===== src/rtl/snn_pkg.sv =====
// Shared SNN constants: SRAM geometry, requester IDs and burst sizing.
package snn_pkg;

    localparam int SNN_ADDR_W      = 10;
    localparam int SNN_DATA_W      = 32;

    localparam int REQ_HOST        = 0;
    localparam int REQ_SPKGEN      = 1;
    localparam int REQ_WFETCH      = 2;

    localparam int NUM_OUT_NEURONS = 10;

    function automatic int snn_wrap_inc(input int idx, input int n);
        return (idx + 1 >= n) ? 0 : idx + 1;
    endfunction

endpackage


===== src/rtl/snn_rr_picker.sv =====
// Combinational round-robin select: first set request at or above ptr_i, wrapping to 0.
module snn_rr_picker
    import snn_pkg::*;
#(
    parameter int N     = 3,
    parameter int PTR_W = $clog2(N)
) (
    input  logic [N-1:0]     req_i,
    input  logic [PTR_W-1:0] ptr_i,
    output logic [N-1:0]     gnt_o,
    output logic [PTR_W-1:0] idx_o,
    output logic             vld_o
);

    logic [PTR_W:0] cand;

    always_comb begin
        gnt_o = '0;
        idx_o = '0;
        vld_o = 1'b0;
        cand  = '0;
        for (int k = 0; k < N; k++) begin
            cand = {1'b0, ptr_i} + (PTR_W+1)'(k);
            if (cand >= (PTR_W+1)'(N)) begin
                cand = cand - (PTR_W+1)'(N);
            end
            if (!vld_o && req_i[cand[PTR_W-1:0]]) begin
                gnt_o[cand[PTR_W-1:0]] = 1'b1;
                idx_o                  = cand[PTR_W-1:0];
                vld_o                  = 1'b1;
            end
        end
    end

endmodule


===== src/rtl/snn_mem_arbiter.sv =====
// Round-robin SRAM arbiter with bounded burst lock and tagged read return.
// Optional per-requester grant/wait counters when SNN_ARB_PERF_EN is defined.
module snn_mem_arbiter
    import snn_pkg::*;
#(
    parameter int ADDR_W     = SNN_ADDR_W,
    parameter int DATA_W     = SNN_DATA_W,
    parameter int NUM_REQ    = 3,
    parameter int RD_LATENCY = 1,
    parameter int LOCK_MAX   = 16
) (
    input  logic                       clk,
    input  logic                       rst,
`ifdef SNN_ARB_PERF_EN
    input  logic                       perf_clr_i,
    output logic [NUM_REQ*16-1:0]      perf_gnt_o,
    output logic [NUM_REQ*16-1:0]      perf_wait_o,
`endif
    input  logic [NUM_REQ-1:0]         req_i,
    input  logic [NUM_REQ-1:0]         lock_i,
    input  logic [NUM_REQ-1:0]         we_i,
    input  logic [NUM_REQ*ADDR_W-1:0]  addr_i,
    input  logic [NUM_REQ*DATA_W-1:0]  wdata_i,
    output logic [NUM_REQ-1:0]         gnt_o,
    output logic [NUM_REQ-1:0]         rvalid_o,
    output logic [DATA_W-1:0]          rdata_o,
    output logic                       mem_cs_o,
    output logic                       mem_we_o,
    output logic [ADDR_W-1:0]          mem_addr_o,
    output logic [DATA_W-1:0]          mem_wdata_o,
    input  logic [DATA_W-1:0]          mem_rdata_i
);

    localparam int PTR_W = $clog2(NUM_REQ);
    localparam int CNT_W = $clog2(LOCK_MAX + 1);

    logic [PTR_W-1:0]   ptr_q, ptr_d;
    logic               lock_vld_q, lock_vld_d;
    logic [PTR_W-1:0]   lock_own_q, lock_own_d;
    logic [CNT_W-1:0]   lock_cnt_q, lock_cnt_d;
    logic [CNT_W-1:0]   cnt_inc;

    logic [NUM_REQ-1:0] pick_gnt;
    logic [PTR_W-1:0]   pick_idx;
    logic               pick_vld;
    logic               owner_active;
    logic [NUM_REQ-1:0] gnt;
    logic [PTR_W-1:0]   gnt_idx;
    logic               gnt_vld;

    logic               sel_we;
    logic [ADDR_W-1:0]  sel_addr;
    logic [DATA_W-1:0]  sel_wdata;

    logic               mem_cs_q, mem_we_q;
    logic [ADDR_W-1:0]  mem_addr_q;
    logic [DATA_W-1:0]  mem_wdata_q;
    logic [DATA_W-1:0]  rdata_q;
    logic [NUM_REQ-1:0] cmd_tag_q;
    logic [NUM_REQ-1:0] tag_q [RD_LATENCY];

    snn_rr_picker #(.N(NUM_REQ), .PTR_W(PTR_W)) u_picker (
        .req_i (req_i),
        .ptr_i (ptr_q),
        .gnt_o (pick_gnt),
        .idx_o (pick_idx),
        .vld_o (pick_vld)
    );

    // A lock owner that still requests bypasses the round-robin search entirely.
    assign owner_active = lock_vld_q && req_i[lock_own_q];

    always_comb begin
        gnt     = pick_gnt;
        gnt_idx = pick_idx;
        gnt_vld = pick_vld;
        if (owner_active) begin
            gnt             = '0;
            gnt[lock_own_q] = 1'b1;
            gnt_idx         = lock_own_q;
            gnt_vld         = 1'b1;
        end
    end

    assign gnt_o = rst ? '0 : gnt;

    always_comb begin
        sel_we    = 1'b0;
        sel_addr  = '0;
        sel_wdata = '0;
        for (int k = 0; k < NUM_REQ; k++) begin
            if (gnt[k]) begin
                sel_we    = we_i[k];
                sel_addr  = addr_i[k*ADDR_W +: ADDR_W];
                sel_wdata = wdata_i[k*DATA_W +: DATA_W];
            end
        end
    end

    always_comb begin
        ptr_d      = ptr_q;
        lock_vld_d = lock_vld_q;
        lock_own_d = lock_own_q;
        lock_cnt_d = lock_cnt_q;
        cnt_inc    = owner_active ? lock_cnt_q + 1'b1 : CNT_W'(1);
        if (lock_vld_q && !owner_active) begin
            lock_vld_d = 1'b0;
            lock_cnt_d = '0;
        end
        if (gnt_vld) begin
            ptr_d = PTR_W'(snn_wrap_inc(int'(gnt_idx), NUM_REQ));
            if (lock_i[gnt_idx] && (cnt_inc < CNT_W'(LOCK_MAX))) begin
                lock_vld_d = 1'b1;
                lock_own_d = gnt_idx;
                lock_cnt_d = cnt_inc;
            end else begin
                lock_vld_d = 1'b0;
                lock_cnt_d = '0;
            end
        end
    end

    always_ff @(posedge clk) begin
        if (rst) begin
            ptr_q       <= '0;
            lock_vld_q  <= 1'b0;
            lock_own_q  <= '0;
            lock_cnt_q  <= '0;
            mem_cs_q    <= 1'b0;
            mem_we_q    <= 1'b0;
            mem_addr_q  <= '0;
            mem_wdata_q <= '0;
            cmd_tag_q   <= '0;
            tag_q[0]    <= '0;
            rdata_q     <= '0;
        end else begin
            ptr_q      <= ptr_d;
            lock_vld_q <= lock_vld_d;
            lock_own_q <= lock_own_d;
            lock_cnt_q <= lock_cnt_d;
            mem_cs_q   <= gnt_vld;
            mem_we_q   <= gnt_vld && sel_we;
            if (gnt_vld) begin
                mem_addr_q  <= sel_addr;
                mem_wdata_q <= sel_wdata;
            end
            cmd_tag_q <= (gnt_vld && !sel_we) ? gnt : '0;
            tag_q[0]  <= cmd_tag_q;
            if (|tag_q[RD_LATENCY-1]) begin
                rdata_q <= mem_rdata_i;
            end
        end
    end

    // Remaining tag stages line the requester ID up with the SRAM data.
    for (genvar gi = 1; gi < RD_LATENCY; gi++) begin : g_tag
        always_ff @(posedge clk) begin
            if (rst) begin
                tag_q[gi] <= '0;
            end else begin
                tag_q[gi] <= tag_q[gi-1];
            end
        end
    end

    assign mem_cs_o    = mem_cs_q;
    assign mem_we_o    = mem_we_q;
    assign mem_addr_o  = mem_addr_q;
    assign mem_wdata_o = mem_wdata_q;
    assign rvalid_o    = tag_q[RD_LATENCY-1];
    assign rdata_o     = (|rvalid_o) ? mem_rdata_i : rdata_q;

`ifdef SNN_ARB_PERF_EN
    logic [15:0] perf_gnt_q  [NUM_REQ];
    logic [15:0] perf_wait_q [NUM_REQ];

    for (genvar gi = 0; gi < NUM_REQ; gi++) begin : g_perf
        always_ff @(posedge clk) begin
            if (rst || perf_clr_i) begin
                perf_gnt_q[gi]  <= '0;
                perf_wait_q[gi] <= '0;
            end else begin
                if (gnt[gi] && (perf_gnt_q[gi] != 16'hFFFF)) begin
                    perf_gnt_q[gi] <= perf_gnt_q[gi] + 16'd1;
                end
                if (req_i[gi] && !gnt[gi] && (perf_wait_q[gi] != 16'hFFFF)) begin
                    perf_wait_q[gi] <= perf_wait_q[gi] + 16'd1;
                end
            end
        end
        assign perf_gnt_o[gi*16 +: 16]  = perf_gnt_q[gi];
        assign perf_wait_o[gi*16 +: 16] = perf_wait_q[gi];
    end
`endif

endmodule


===== config.mk =====
export PLATFORM = sky130hd
export DESIGN_NAME = snn_mem_arbiter
export DESIGN_NICKNAME = d
export VERILOG_FILES = /design/src/rtl/snn_pkg.sv /design/src/rtl/snn_rr_picker.sv /design/src/rtl/snn_mem_arbiter.sv
export SDC_FILE = /design/constraint.sdc
export NUM_CORES = 1
export LEC_CHECK = 0
export ABC_AREA = 1
export BUFFER_PORTS_ARGS = -buffer_cell sky130_fd_sc_hd__buf_4
export CORE_UTILIZATION = 30
export DETAILED_ROUTE_END_ITERATION = 12
export PLACE_DENSITY = 0.62
export SLEW_MARGIN = 15
export SYNTH_ARGS = -nofsm -noshare
export SYNTH_HDL_FRONTEND = slang
export SYNTH_SLANG_ARGS = --single-unit
export TNS_END_PERCENT = 5

===== constraint.sdc =====
create_clock -name clk -period 1.95 [get_ports clk]
set_input_delay 0.0975 -clock clk [delete_from_list [all_inputs] [get_ports clk]]
set_output_delay 0.0975 -clock clk [all_outputs]
set_load 0.01 [all_outputs]

==> out/metrics.cfg, run 1 <==
[global_route]
grt_max_degree = 65
grt_use_total = 0.209
first_global_vias = 5378
grt_overflow = 0
grt_pass1_wl_um = 27000
antenna_found_initial = 0

[timing]
rsz0062_at_grt = true
worst_pin_slew_ps = 669
finalSetupTns_ps = -15430
clock_skew_ps = 12.2
finalCritPeriodShare = 1.17
fmax_ghz = 0.438
relSlewSlack = 0.553
hold_viol_final = 0
worst_slack_ps = -332
slew_violations = 0
final-setup-viol-count = 60
period_minus_slack_ps = 2280

[yosys]
synth_seq_cells = 92
yosys.area.top_type = dfxtp_1
ys.flop_type = dfxtp_1
synth_commonest_cells = nand2_1, nand3_1, dfxtp_1
ys_warn_count = 0
synth_enable_flop_cells = 0
ys_seq_area_frac = 0.382
synth.most_common_cell = nand2_1
synthesis.nets = 867
synthesis.instances = 693
synth_cell_types = 33
async_flop_share = 0
mappedNetlistArea_um2 = 4830
syn_avg_cell_area_um2 = 6.96
netlist.area_leader.share = 0.382
synth.area.top_cells = dfxtp_1, nand3_1, nand2_1, o211ai_1, inv_1

[floorplanning]
die-height_um = 129
dieWidth_um = 129
start_util = 0.313
rows = 45
dieArea_um2 = 16600
io_pins = 251
core_area_um2 = 15400

[power]
power_density_nw_per_um2 = 1780
leakage_uw = 0.00427
peakVddDrop_mv = 0.832

[worst_setup_path]
slowest_delay_ps = 380
cp_top_family = buffers and inverters
worst_path_max_delay_cell = dfxtp_4
crit_type = reg2out
critPathBufInv = 6
crit_arrival_ps = 2180
worstPathCellList = inv_4, ha_4, buf_6, nand3_1, o21ai_2, inv_2, nor2_4, a21oi_4, a21oi_4, buf_12, inv_6, nor2_4, buf_6
end_kind = output port
crit_fanout = 4
cp-start-kind = flop
required_ps = 1850
regToRegSetupSlack_ps = -330

[detailed_routing]
wl_per_cell_um = 15.1
viasPerCell = 4.72
drc = 0
drt_iter0_drc = 314
ant_nets = 0
via_count = 5753
drt-total-wl_um = 18500
dr.pass1.iters = 5

[layout]
antenna_cells = 0
drive_above_1_share = 0.384
area_growth_syn_to_layout_pct = 73.8
nNetsFinal = 1177

[clocking]
cts.sinks = 92
cts_tree = done
cts_root_buf = clkbuf_16
h-tree-depth = 3
clk_pin_slew_worst_paths_ps = 70
clk_latency_ps = 350
cts_buffers = 9
clockBufferDepth = 2

[place]
place_ws_ps = -247
gp_congestion = 0.814
port-buffer-count = 250
dp_hpwl_um = 11800

[outcome]
status = finished, violations left
violations = negative setup slack

[hold_path]
hp-class = in2reg

[job]
drv_cap = 0

-- through the flow --
stage / total power [uW] / utilization / cell area [um2] / hold slack (ps) / instances
2_1_floorplan: 7930 / - / 4870 / 252 / 693
3_3_place_gp: 11200 / 0.463 / 7140 / 340 / 1142
3_5_place_dp: 11300 / 0.463 / 7140 / 344 / 1142
4_1_cts: 14100 / 0.527 / 8140 / 2.50 / 1214
5_1_grt: 16100 / 0.544 / 8390 / 5.35 / 1219
6_report: 14900 / 0.544 / 8390 / 12.7 / 1219
-- worst reg2reg max path, cell delays in order (launching register included) --
cell and delay (ps):
dfxtp_4 380, inv_4 40, ha_4 310, buf_6 110, nand3_1 80, o21ai_2 80, buf_4 140, buf_4 100
nor2_2 30, nand2_2 80, inv_4 70, nor2_4 520, o211ai_1 200, nand2_1 90
-- cells in the final DEF, fill, tap and decap left out, types with 18 or more instances in the layout --
cell type,Yosys,layout
o21ai_0,38,18
inv_1,82,77
o21ai_1,1,20
buf_4,1,273
nand3_1,140,127
nand3_2,14,24
nand2_1,143,136
nor2_1,53,51
dfxtp_1,92,90
dlygate4sd3_1,0,41
o211ai_1,42,42
-- logic make-up after synthesis --
group,count (synthesis),share of synthesized area
flip-flops,92,0.382
AO/OA/AOI/OAI,93,0.124
adder cells (fa/ha/maj),5,0.0130
AND/OR/NAND/NOR,368,0.359
XOR/XNOR,3,0.00545
buffers and inverters,132,0.117
-- what timing repair did --
| action | 4_1_cts | 5_1_grt |
|---|---|---|
| pin swaps | 41 | 17 |
| setup endpoints to repair | 62 | 90 |
| gates resized for setup | 37 | 48 |
| hold buffers | 41 | 0 |
| gates cloned | 2 | 5 |
| hold endpoints to repair | 41 | 0 |
| setup buffers | 13 | 0 |
-- metal layers --
layer  GRT usage  share of wire
met3      0.0557          0.082
met1       0.240           0.40
met5           0              0
met2       0.372           0.50
met4      0.0782          0.018
-- report_power, final --
part           switching [uW]  internal, uW  total, uW
sequential                279          2540       2810
combinational            5520          4870      10400
clock                     842           903       1740
-- state kept, by name, summed over array words and instances (netlist names) --
name,flops
rdata_q,32
lock_cnt_q,5
ptr_q,2
mem_cs_o,1
lock_own_q,2
mem_addr_o,10
mem_we_o,1
lock_vld_q,1
tag_q,3
cmd_tag_q,3
mem_wdata_o,32
-- layout make-up --
cell class              instances  area [um2]
clock inverters                 7        71.3
inverters                      87         347
fillers                      1560        7040
well taps                     211         264
flip-flops and latches         92        1850
clock buffers                   9         225
multi-input cells             470        2630
repair buffers                343        3000
-- final timing paths --
check | startpoint | end | depth (start not counted)
hold reg to reg | cmd_tag_q[0] | tag_q[0][0] | 2
hold / removal | wdata_i[72] | mem_wdata_o[8] | 3
setup / recovery | ptr_q[0] | gnt_o[0] | 13
setup reg to reg | ptr_q[0] | mem_wdata_o[8] | 13
Note: power is estimated with default switching activity, not from simulation.
==> inputs of run 2 (changes only) <==
Settings changed: CORE_ASPECT_RATIO from default to 1.25.
==> out/metrics.cfg, run 2 (synthesized netlist as in run 1, its figures left out) <==
[outcome]
status = finished, violations left
violations = negative hold slack, negative setup slack

[layout]
drive_above_1_share = 0.393
multiInputGateArea_um2 = 2620
fill_cells = 1494
final_cell_mix = buf_4, nand2_1, nand3_1
layout.cells.non_filler = 1218
antenna_cells = 0
final_core_util = 0.534
design_area_um2 = 8350
area_growth_syn_to_layout_pct = 73.0
nNetsFinal = 1175
layout_commonest_cell = buf_4
regArea_um2 = 1850

[clocking]
cts_tree = done
cts.sinks = 92
cts_buffers = 9
clk_pin_slew_worst_paths_ps = 70
clockBufferDepth = 2
cts_root_buf = clkbuf_16
clk_latency_ps = 340
h-tree-depth = 3

[timing]
slew_violations = 0
relSlewSlack = 0.733
fmax_ghz = 0.431
fin_hold_ws_ps = -8.17
rsz0062_at_grt = true
worst_slack_ps = -370
clock_skew_ps = 6.19
finalCritPeriodShare = 1.19
hold_viol_final = 2
final-setup-viol-count = 57
worst_pin_slew_ps = 401
period_minus_slack_ps = 2320

[worst_setup_path]
reg2reg_to = mem_addr_o[7]
crit_fanout = 7
cp-start-kind = flop
timing.rr.start = ptr_q[0]
crit_type = reg2out
required_ps = 1850
r2r_cells = 15
crit_arrival_ps = 2220
regToRegSetupSlack_ps = -350
end_kind = output port

[global_route]
antenna_found_initial = 0
grt_use_total = 0.200
grt_pass1_wl_um = 25900
grt_max_degree = 65
first_global_vias = 5212
grt_overflow = 0

[job]
drv_cap = 0

[place]
port-buffer-count = 250
dp_hpwl_um = 11700
placed_area_um2 = 7180
placedCellCount = 1146
gp_congestion = 0.849

[floorplanning]
io_pins = 251
core_area_um2 = 15600
dieWidth_um = 115
rows = 51
die-height_um = 144
dieArea_um2 = 16600
start_util = 0.309

[hold_path]
hold_path_end = mem_wdata_o[17]
hp-class = in2reg
hold_start = wdata_i[81]
holdPathStages = 3

[power]
peakVddDrop_mv = 0.994
power_density_nw_per_um2 = 1780
leakage_uw = 0.00426

[detailed_routing]
drt_iter0_drc = 235
drt-total-wl_um = 17500
met3_length_um = 1370
viasPerCell = 4.65
dr.pass1.iters = 5
dr.max_layer_used = met4
via_count = 5663
ant_nets = 0
wl_met2_um = 8850
wl_per_cell_um = 14.3
drc = 0
met1_length_um = 6920

run 2: through the flow:
stage	setup TNS, ps	power [uW]	hold slack (ps)	worst slack (ps)
final	-15960	14900	-8.17	-370
after global routing	-21240	16100	4.65	-430
after CTS	-12700	14200	0.204	-310
after detailed placement	-11250	11200	345	-291
after global placement	-11380	11200	343	-294
after floorplan	-12.1	7930	252	-1.34
run 2: how the worst max path moves through the flow:
stage | from | to | slack [ps] | cells after the start
floorplan | ptr_q[0] | mem_addr_o[0] | -1 | 14
global placement | ptr_q[1] | mem_wdata_o[30] | -290 | 15
detailed placement | ptr_q[1] | mem_wdata_o[30] | -290 | 15
CTS | ptr_q[1] | gnt_o[0] | -310 | 14
global route | ptr_q[0] | mem_wdata_o[23] | -430 | 15
finish | ptr_q[0] | gnt_o[2] | -370 | 13
run 2: timing repair:
| item | in CTS | in global routing |
|---|---|---|
| buffers inserted | 16 | 3 |
| gates cloned | 2 | 3 |
| gates resized for setup | 37 | 48 |
| pin swaps | 15 | 16 |
| hold endpoints to repair | 31 | 1 |
| hold buffers | 31 | 1 |
| endpoints found under the setup margin | 59 | 90 |
run 2: worst max-delay path: stages, from the launching register on:
cell	delay [ps]
dfxtp_4	380
inv_4	40
ha_4	300
nand2_1	100
nand3_4	120
nand2_4	100
nand2_4	90
nand2_2	80
o21ai_2	80
nand3_2	140
nand2_4	140
buf_12	130
nor2_2	30
buf_4	140
run 2: report_power, final:
part / total (uW) / leakage [uW] / switching, uW / internal (uW)
Clock: 1920 / 0.000151 / 781 / 1140
Sequential: 2810 / 0.000758 / 272 / 2540
Combinational: 10200 / 0.00335 / 5400 / 4760
Total: 14900 / 0.00426 / 6450 / 8430
run 2: cell type report:
type,instances,share of cell area
Clock inverter,6,0.0114
Multi-Input combinational cell,469,0.314
Clock buffer,10,0.0274
Timing Repair Buffer,342,0.352
Sequential cell,92,0.222
Inverter,87,0.0421
Tap cell,212,0.0318
run 2: metal layers:
| metal | up-vias | global-route usage |
|---|---|---|
| li1 | 2894 | - |
| met1 | 2529 | 0.226 |
| met2 | 219 | 0.351 |
| met3 | 21 | 0.0574 |
| met4 | 0 | 0.0786 |
| met5 | - | 0 |
